File: src/rtl/rr_grant_arbiter4.sv
`default_nettype none
// ============================================================================
//  Module      : rr_grant_arbiter4
//  Description : Four-requester round-robin arbiter with a registered one-hot
//                grant, encoded index, valid flag and a hold limit that forces
//                rotation when an owner keeps the grant while others wait.
//  Revision    : 1.0 - initial release
// ============================================================================
module rr_grant_arbiter4 #(
  parameter int MAX_HOLD = 8
) (
  input  logic       clk,
  input  logic       rst_n,
  input  logic [3:0] req,
  output logic [3:0] grant,
  output logic [1:0] grant_idx,
  output logic       grant_valid,
  output logic       timeout
);

  localparam logic [7:0] c_max_hold = 8'(MAX_HOLD);

  typedef enum logic [0:0] {
    ST_IDLE  = 1'b0,
    ST_GRANT = 1'b1
  } state_t;

  state_t     r_state;
  logic [1:0] r_ptr;
  logic [1:0] r_owner;
  logic [7:0] r_hold_cnt;
  logic [3:0] r_grant;
  logic [1:0] r_grant_idx;
  logic       r_grant_valid;
  logic       r_timeout;

  state_t     w_state_nxt;
  logic [1:0] w_ptr_nxt;
  logic [1:0] w_owner_nxt;
  logic [7:0] w_hold_cnt_nxt;
  logic       w_active_nxt;
  logic       w_timeout_nxt;
  logic [2:0] w_pick;
  logic [3:0] w_owner_oh;
  logic [3:0] w_others;
  logic [1:0] w_after_owner;

  // Scan v starting at index s (mod 4); returns {found, index}.
  function automatic logic [2:0] rr_pick(input logic [3:0] v, input logic [1:0] s);
    logic [2:0] res;
    logic [1:0] idx;
    res = 3'b000;
    // Descending offset so the closest hit to s is the one left standing.
    for (int k = 3; k >= 0; k--) begin
      idx = s + 2'(k);
      if (v[idx]) res = {1'b1, idx};
    end
    return res;
  endfunction

  assign w_owner_oh    = 4'b0001 << r_owner;
  assign w_others      = req & ~w_owner_oh;
  assign w_after_owner = r_owner + 2'd1;

  // Next-state, next-owner and hold-count selection.
  always_comb begin
    w_state_nxt    = r_state;
    w_ptr_nxt      = r_ptr;
    w_owner_nxt    = r_owner;
    w_hold_cnt_nxt = r_hold_cnt;
    w_active_nxt   = 1'b0;
    w_timeout_nxt  = 1'b0;
    w_pick         = 3'b000;
    case (r_state)
      ST_IDLE: begin
        w_pick = rr_pick(req, r_ptr);
        if (w_pick[2]) begin
          w_state_nxt    = ST_GRANT;
          w_owner_nxt    = w_pick[1:0];
          w_hold_cnt_nxt = 8'd1;
          w_active_nxt   = 1'b1;
        end
      end
      ST_GRANT: begin
        if (!req[r_owner]) begin
          // Owner released; a waiting requester takes over without a bubble.
          w_pick    = rr_pick(req, w_after_owner);
          w_ptr_nxt = w_after_owner;
          if (w_pick[2]) begin
            w_owner_nxt    = w_pick[1:0];
            w_hold_cnt_nxt = 8'd1;
            w_active_nxt   = 1'b1;
          end else begin
            w_state_nxt    = ST_IDLE;
            w_hold_cnt_nxt = 8'd0;
          end
        end else if ((r_hold_cnt >= c_max_hold) && (w_others != 4'b0000)) begin
          // Hold limit reached with competitors present: preempt the owner.
          w_pick         = rr_pick(w_others, w_after_owner);
          w_ptr_nxt      = w_after_owner;
          w_owner_nxt    = w_pick[1:0];
          w_hold_cnt_nxt = 8'd1;
          w_active_nxt   = 1'b1;
          w_timeout_nxt  = 1'b1;
        end else begin
          w_active_nxt = 1'b1;
          if (r_hold_cnt < c_max_hold) w_hold_cnt_nxt = r_hold_cnt + 8'd1;
        end
      end
      default: begin
        w_state_nxt = ST_IDLE;
      end
    endcase
  end

  // State and registered outputs, cleared asynchronously.
  always_ff @(posedge clk or negedge rst_n) begin
    if (!rst_n) begin
      r_state       <= ST_IDLE;
      r_ptr         <= 2'd0;
      r_owner       <= 2'd0;
      r_hold_cnt    <= 8'd0;
      r_grant       <= 4'b0000;
      r_grant_idx   <= 2'd0;
      r_grant_valid <= 1'b0;
      r_timeout     <= 1'b0;
    end else begin
      r_state       <= w_state_nxt;
      r_ptr         <= w_ptr_nxt;
      r_owner       <= w_owner_nxt;
      r_hold_cnt    <= w_hold_cnt_nxt;
      r_grant       <= w_active_nxt ? (4'b0001 << w_owner_nxt) : 4'b0000;
      r_grant_idx   <= w_active_nxt ? w_owner_nxt : 2'd0;
      r_grant_valid <= w_active_nxt;
      r_timeout     <= w_timeout_nxt;
    end
  end

  assign grant       = r_grant;
  assign grant_idx   = r_grant_idx;
  assign grant_valid = r_grant_valid;
  assign timeout     = r_timeout;

endmodule
`default_nettype wire

File: config.mk
export PLATFORM = sky130hd
export DESIGN_NAME = rr_grant_arbiter4
export DESIGN_NICKNAME = d
export VERILOG_FILES = /design/src/rtl/rr_grant_arbiter4.sv
export SDC_FILE = /design/constraint.sdc
export NUM_CORES = 1
export LEC_CHECK = 0
export ABC_AREA = 1
export CAP_MARGIN = 20
export CORE_MARGIN = 4
export CORE_UTILIZATION = 40
export DETAILED_ROUTE_END_ITERATION = 6
export PLACE_DENSITY_LB_ADDON = 0.05
export SLEW_MARGIN = 20
export SYNTH_ARGS = -nofsm -noshare
export SYNTH_HDL_FRONTEND = slang
export SYNTH_SLANG_ARGS = --single-unit
File: constraint.sdc
create_clock -name clk -period 2.33 [get_ports clk]
set_input_delay 0.466 -clock clk [delete_from_list [all_inputs] [get_ports clk]]
set_output_delay 0.466 -clock clk [all_outputs]
set_load 0.02 [all_outputs]
==> results.toml, run 1 <==
[run_status]
status = "finished, final reports clean"

[worst_setup_path]
worst_r2r_endpoint = "grant[2]"
crit_path_depth = 14
crit_type = "reg -> reg"
critical_path.cell_chain = "inv_2 -> ha_1 -> inv_1 -> nand2_1 -> nand2_1 -> nand2_1 -> nand2_1 -> o21ai_1 -> nand3_1 -> nand2_1 -> nand3_1 -> nand2_2 -> inv_2 -> nor2_1"
critPathLaunchType = "flip-flop"
capturing_element_type_of_the_critical_path = "flip-flop"
setup.reg_to_reg.worst_slack_ps = 330
timing.reg2reg.worst_path_depth = 14
timing.critical_path.arrival_ps = 2250
critical_path.top_delay_family = "simple AND/OR/NAND/NOR gates"
crit_required_ps = 2580
critical_path_buf_inv_count = 3
critPathMaxFanout = 10
worst_path_max_delay_cell = "sky130_fd_sc_hd__dfrtp_1"
timing.rr.start = "r_owner[0]"
critical_path.max_stage_delay_ps = 400
most_used_cell_cp = "sky130_fd_sc_hd__nand2_1"

[timing]
fin_worst_skew_ps = 12.4
tightest_slew_ps = 422
rsz0062_at_grt = "false"
final-hold-violation-count = 0
finalSetupTns_ps = 0
max_slew_margin_pct = 71.9
timing.final.setup_violations = 0
timing.final.max_slew_violations = 0
max_freq_mhz = 501
post-route-min-period_ps = 2000
post-route-period-util_pct = 85.7

[clocking]
cts_post_setup_buffers_inserted = 0
cts.repair.resized = 0
clock_tree_from_tritoncts = "built"
clock_sink_count = 20
clkTransAtPathRegs_ps = 120
clockRootBuffer = "sky130_fd_sc_hd__clkbuf_4"
cts_h_tree_depth = 1
max_buffers_root_to_sink = 2
post_cts_hold_buffer_count = 0
numCtsBuffers = 3
worstSkewPairLatency_ps = 300

[place]
gp_congestion = 0.797
dp_hpwl_mm = 2.43
post_dp_cell_area_um2 = 1670
port_buffers = 13

[floorplan]
placementRows = 21
fp.dieH_um = 68.3
io_pins = 14
floorplan.initialDensity_pct = 42.5
core_region_area_um2 = 3420
die_area_um2 = 4660
die_x_um = 68.3

[layout]
final_nets = 239
antennaDiodeCount = 0
post_route_cells_drive_above_1_share_pct = 19.9
design_area_um2 = 1720
area_growth_syn_to_layout_pct = 18.3
num-fill-cells = 352

[drt]
routed_wl_mm = 2.98
drt-pass1-iter-count = 4
drt-wirelength-per-cell_um = 10.9
drt-vias-per-instance = 4.68
initialDrtViolationCount = 72
antenna_left = 0
drt_drc_violations_left = 0
num_vias = 1273

[global_route]
grt_first_pass_wirelength_mm = 5.33
grt_remaining_overflow = 0
groute.usage.overall_pct = 14.9
vias_in_the_first_global_route = 1156
grt_max_degree = 21
antenna_found_initial = 0

[pwr]
p_leak_nw = 0.903
worst_ir_drop_vdd_mv = 0.553
p_per_area_nw_per_um2 = 1470

[flow_run]
number_of_max_cap_violations = 0

[yosys]
edff_count_synth = 0
synth_async_sr_flop_share_pct = 100
yosys_register_bits = 20
mappedNetlistNets = 216
ys_dominant_reg_cell = "sky130_fd_sc_hd__dfrtp_1"
yosysSeqAreaShare_pct = 34.5
distinct_cell_type_count_of_the_synthesized_netlist = 25
netlist_area_um2 = 1450
synth.avg_cell_area_um2 = 7.12
syn-instance-count = 204
ys_warn_count = 0

[worst_hold_path]
min_path_type = "in -> async"
## through the flow
step | total power [W] | hold WS, ps | setup WS (ps) | cells | util, %
finish | 0.00252 | 480 | 333 | 272 | 50.3
global placement | 0.00224 | 483 | 67.0 | 268 | 48.8
global route | 0.00283 | 506 | 78.6 | 272 | 50.3
floorplan | 0.00184 | 170 | 420 | 204 | -
CTS | 0.00255 | 493 | 349 | 272 | 50.3
detailed placement | 0.00226 | 485 | 54.8 | 268 | 48.8
## synth_stat cells, types with 3 or more instances
cell type,number,area [um2]
sky130_fd_sc_hd__a21oi_1,4,20.0
sky130_fd_sc_hd__buf_6,3,33.8
sky130_fd_sc_hd__dfrtp_1,20,500
sky130_fd_sc_hd__ha_1,6,75.1
sky130_fd_sc_hd__inv_1,26,97.6
sky130_fd_sc_hd__inv_2,6,22.5
sky130_fd_sc_hd__nand2_1,58,218
sky130_fd_sc_hd__nand2_2,13,81.3
sky130_fd_sc_hd__nand3_1,17,85.1
sky130_fd_sc_hd__nand3_2,3,30.0
sky130_fd_sc_hd__nand4_1,3,18.8
sky130_fd_sc_hd__nor2_1,15,56.3
sky130_fd_sc_hd__nor2_2,3,18.8
sky130_fd_sc_hd__o21ai_0,5,25.0
sky130_fd_sc_hd__o21ai_1,7,35.0
sky130_fd_sc_hd__o21ai_2,4,35.0
## cells in the final DEF, fill, tap and decap left out
master / n
sky130_fd_sc_hd__o21ai_1: 7
sky130_fd_sc_hd__nand4_2: 1
sky130_fd_sc_hd__nand3_2: 3
sky130_fd_sc_hd__bufinv_16: 1
sky130_fd_sc_hd__nand4_1: 3
sky130_fd_sc_hd__inv_2: 6
sky130_fd_sc_hd__a21oi_2: 1
sky130_fd_sc_hd__nand2_1: 58
sky130_fd_sc_hd__buf_4: 8
sky130_fd_sc_hd__inv_1: 26
sky130_fd_sc_hd__nand2_4: 1
sky130_fd_sc_hd__o21ai_0: 5
sky130_fd_sc_hd__nor2_2: 3
sky130_fd_sc_hd__ha_1: 6
sky130_fd_sc_hd__nor3_1: 2
sky130_fd_sc_hd__a21oi_1: 4
sky130_fd_sc_hd__a21boi_1: 1
sky130_fd_sc_hd__clkdlybuf4s50_1: 13
sky130_fd_sc_hd__nor2_1: 15
sky130_fd_sc_hd__o21ai_2: 4
sky130_fd_sc_hd__dfrtp_1: 20
sky130_fd_sc_hd__a22oi_1: 1
sky130_fd_sc_hd__clkbuf_4: 3
sky130_fd_sc_hd__o21ai_4: 1
sky130_fd_sc_hd__xor2_1: 2
sky130_fd_sc_hd__xnor2_1: 1
sky130_fd_sc_hd__nand2_2: 13
sky130_fd_sc_hd__nand3_1: 17
## power by group
group | internal [W] | switching, W
sequential | 0.000463 | 0.0000985
clock | 0.000174 | 0.000107
combinational | 0.000641 | 0.00104
total | 0.00128 | 0.00125
## worst max path at each step
stage | from | endpoint
after floorplan | r_owner[1] | grant[1]
after global placement | req[2] | r_hold_cnt[2]
after detailed placement | req[2] | r_hold_cnt[1]
after CTS | r_owner[1] | r_hold_cnt[1]
after global routing | r_owner[0] | grant[2]
final | r_owner[0] | grant[2]
## final cells by class
cell class                      count  area [um2]  area share, %
Clock buffer                        3        22.5           1.31
Multi-Input combinational cell    149         798           46.4
Clock inverter                      1        30.0           1.75
Inverter                           32         120           6.99
Tap cell                           46        57.6           3.35
Sequential cell                    20         500           29.1
Timing Repair Buffer               21         190           11.1
## registers in the layout (all words and copies together) (netlist names)
name / flops
grant_idx: 2
grant: 4
grant_valid: 1
r_ptr: 2
r_hold_cnt: 8
timeout: 1
r_owner: 2
## per-layer routing
metal | global-route usage [%] | vias up | part of all wire [%]
met5 | 0 | - | 0
met4 | 2.23 | 0 | 0.47
met1 | 22.8 | 569 | 52
li1 | - | 682 | -
met2 | 21.9 | 20 | 44
met3 | 2.96 | 2 | 3.7
## cells by family (layout without fill, tap and decap cells)
kind of cell / count (synthesis) / in the layout / synth area share (%)
AOI/OAI and AO/OA: 24 / 24 / 10.7
xor gates and xnor gates: 3 / 3 / 1.81
adders and majority gates: 6 / 6 / 5.17
buffers and inverters: 35 / 57 / 10.6
DFF: 20 / 20 / 34.5
and+or+nand+nor: 116 / 116 / 37.3
Power figures use the tool's default switching activity.
==> inputs of run 2 (changes only) <==
Settings changed: CORE_ASPECT_RATIO from default to 1.1.
==> run 2 against run 1 <==
Net effect: non-clock buffer count decreased by 1; cell area decreased by 1.2%; combinational power about the same; largest power group unchanged; critical path depth decreased by 3; critical path type unchanged; clock power decreased by 31%; wire length decreased by 0.87%; via count increased by 1.0%.
==> results.toml, run 2 (synthesis gave the netlist of run 1 again) <==
[run_status]
status = "finished, final reports clean"

[pwr]
switching_power_summed_over_all_nets_w = 0.00125
clockPowerShare_pct = 7.9
p_leak_nw = 0.892
share_comb_of_total_power_pct = 69.2
internal_dissipation_w = 0.00120
p_per_area_nw_per_um2 = 1440
worst_ir_drop_vdd_mv = 0.831
netSwitchingFraction_pct = 51.0
sequential_share_of_power_pct = 22.8

[drt]
drt_drc_violations_left = 0
routed_wl_mm = 2.95
drt-pass1-iter-count = 4
antenna_left = 0
drt-vias-per-instance = 4.71
drt-wirelength-per-cell_um = 10.8
num_vias = 1286
initialDrtViolationCount = 32

[clocking]
post_cts_hold_buffer_count = 0
worstSkewPairLatency_ps = 290
cts_post_setup_buffers_inserted = 0
numCtsBuffers = 3
clkTransAtPathRegs_ps = 110
clockRootBuffer = "sky130_fd_sc_hd__clkbuf_4"
clock_sink_count = 20
cts.repair.resized = 0
clock_tree_from_tritoncts = "built"
max_buffers_root_to_sink = 2
cts_h_tree_depth = 1

[global_route]
groute.usage.overall_pct = 14.1
antenna_found_initial = 0
grt_remaining_overflow = 0
grt_first_pass_wirelength_mm = 5.10
grt_max_degree = 21
vias_in_the_first_global_route = 1166

[layout]
layout.cells.most_common = "sky130_fd_sc_hd__nand2_1"
area_growth_syn_to_layout_pct = 16.9
stdcell_count = 273
postLayoutCoreUtil_pct = 49.7
registers.top_by_ff_count = "r_hold_cnt"
num-fill-cells = 382
largest_register_ff_count = 8
layout_common_cells = "sky130_fd_sc_hd__nand2_1 (58), sky130_fd_sc_hd__inv_1 (26), sky130_fd_sc_hd__dfrtp_1 (20)"
antennaDiodeCount = 0
design_area_um2 = 1700
post_route_cells_drive_above_1_share_pct = 19.6
final_nets = 238

[timing]
rsz0062_at_grt = "false"
max_freq_mhz = 501
post-route-period-util_pct = 85.7
final-hold-violation-count = 0
post-route-min-period_ps = 2000
timing.final.max_slew_violations = 0
max_slew_margin_pct = 71.9
timing.final.setup_violations = 0
fin_worst_skew_ps = 5.13
finalSetupTns_ps = 0
tightest_slew_ps = 422

[worst_setup_path]
timing.rr.start = "r_owner[0]"
crit_type = "reg -> reg"
timing.critical_path.arrival_ps = 2220
critical_path.max_stage_delay_ps = 410
critical_path.top_delay_family = "simple AND/OR/NAND/NOR gates"
capturing_element_type_of_the_critical_path = "flip-flop"
worst_r2r_endpoint = "r_hold_cnt[3]"
critPathLaunchType = "flip-flop"
crit_required_ps = 2550
timing.reg2reg.worst_path_depth = 11
critPathMaxFanout = 14
setup.reg_to_reg.worst_slack_ps = 330
critical_path.cell_chain = "buf_4 -> ha_1 -> inv_1 -> nand2_1 -> nand4_1 -> nand2_1 -> nand2_2 -> nor2_2 -> a21oi_2 -> nand4_1 -> a21oi_1"
critical_path_buf_inv_count = 2
worst_path_max_delay_cell = "sky130_fd_sc_hd__dfrtp_1"

[floorplan]
placementRows = 22
die_x_um = 65.5
die_area_um2 = 4660
fp.dieH_um = 71.2
core_region_area_um2 = 3410
io_pins = 14
floorplan.initialDensity_pct = 42.6

[place]
port_buffers = 13
post_dp_cell_area_um2 = 1660
dp_hpwl_mm = 2.42
place_inst = 269
gp_congestion = 0.879

[worst_hold_path]
min_path_type = "in -> async"

[flow_run]
number_of_max_cap_violations = 0
run 2: power by group through the flow:
stage / combinational [W] / clock, W / sequential [W]
2_1_floorplan: 0.00124 / 0 / 0.000608
3_3_place_gp: 0.00169 / 0 / 0.000567
3_5_place_dp: 0.00171 / 0 / 0.000565
4_1_cts: 0.00171 / 0.000205 / 0.000561
5_1_grt: 0.00193 / 0.000220 / 0.000576
6_report: 0.00170 / 0.000195 / 0.000560
run 2: final cells by class:
| type | instances | area (um2) | share of cell area [%] |
|---|---|---|---|
| tap | 48 | 60.1 | 3.54 |
| sequential | 20 | 500 | 29.5 |
| timing repair buffer | 20 | 183 | 10.8 |
| multi-input combinational | 149 | 798 | 47.0 |
| clock buffer | 4 | 36.3 | 2.14 |
| inverter | 32 | 120 | 7.07 |
run 2: worst max-delay path by stage:
stage | from | end | cells after the start
after detailed placement | req[2] | r_hold_cnt[3] | 9
after floorplan | r_owner[1] | grant[1] | 14
final | r_owner[0] | r_hold_cnt[3] | 11
after CTS | r_owner[0] | r_hold_cnt[3] | 11
after global routing | r_owner[0] | r_hold_cnt[3] | 11
after global placement | req[2] | r_hold_cnt[4] | 9
run 2: stage by stage:
step	setup WS, ps	power [W]	hold WS, ps
2_1_floorplan	420	0.00184	170
3_3_place_gp	136	0.00226	486
3_5_place_dp	77.2	0.00228	487
4_1_cts	321	0.00248	485
5_1_grt	105	0.00273	499
6_report	332	0.00245	487
run 2: layer usage:
layer | up-vias | GRT usage [%] | part of all wire, %
met1 | 572 | 17.9 | 47
met5 | - | 0 | 0
li1 | 681 | - | -
met3 | 4 | 2.06 | 3.4
met4 | 0 | 5.53 | 1.6
met2 | 29 | 23.7 | 48
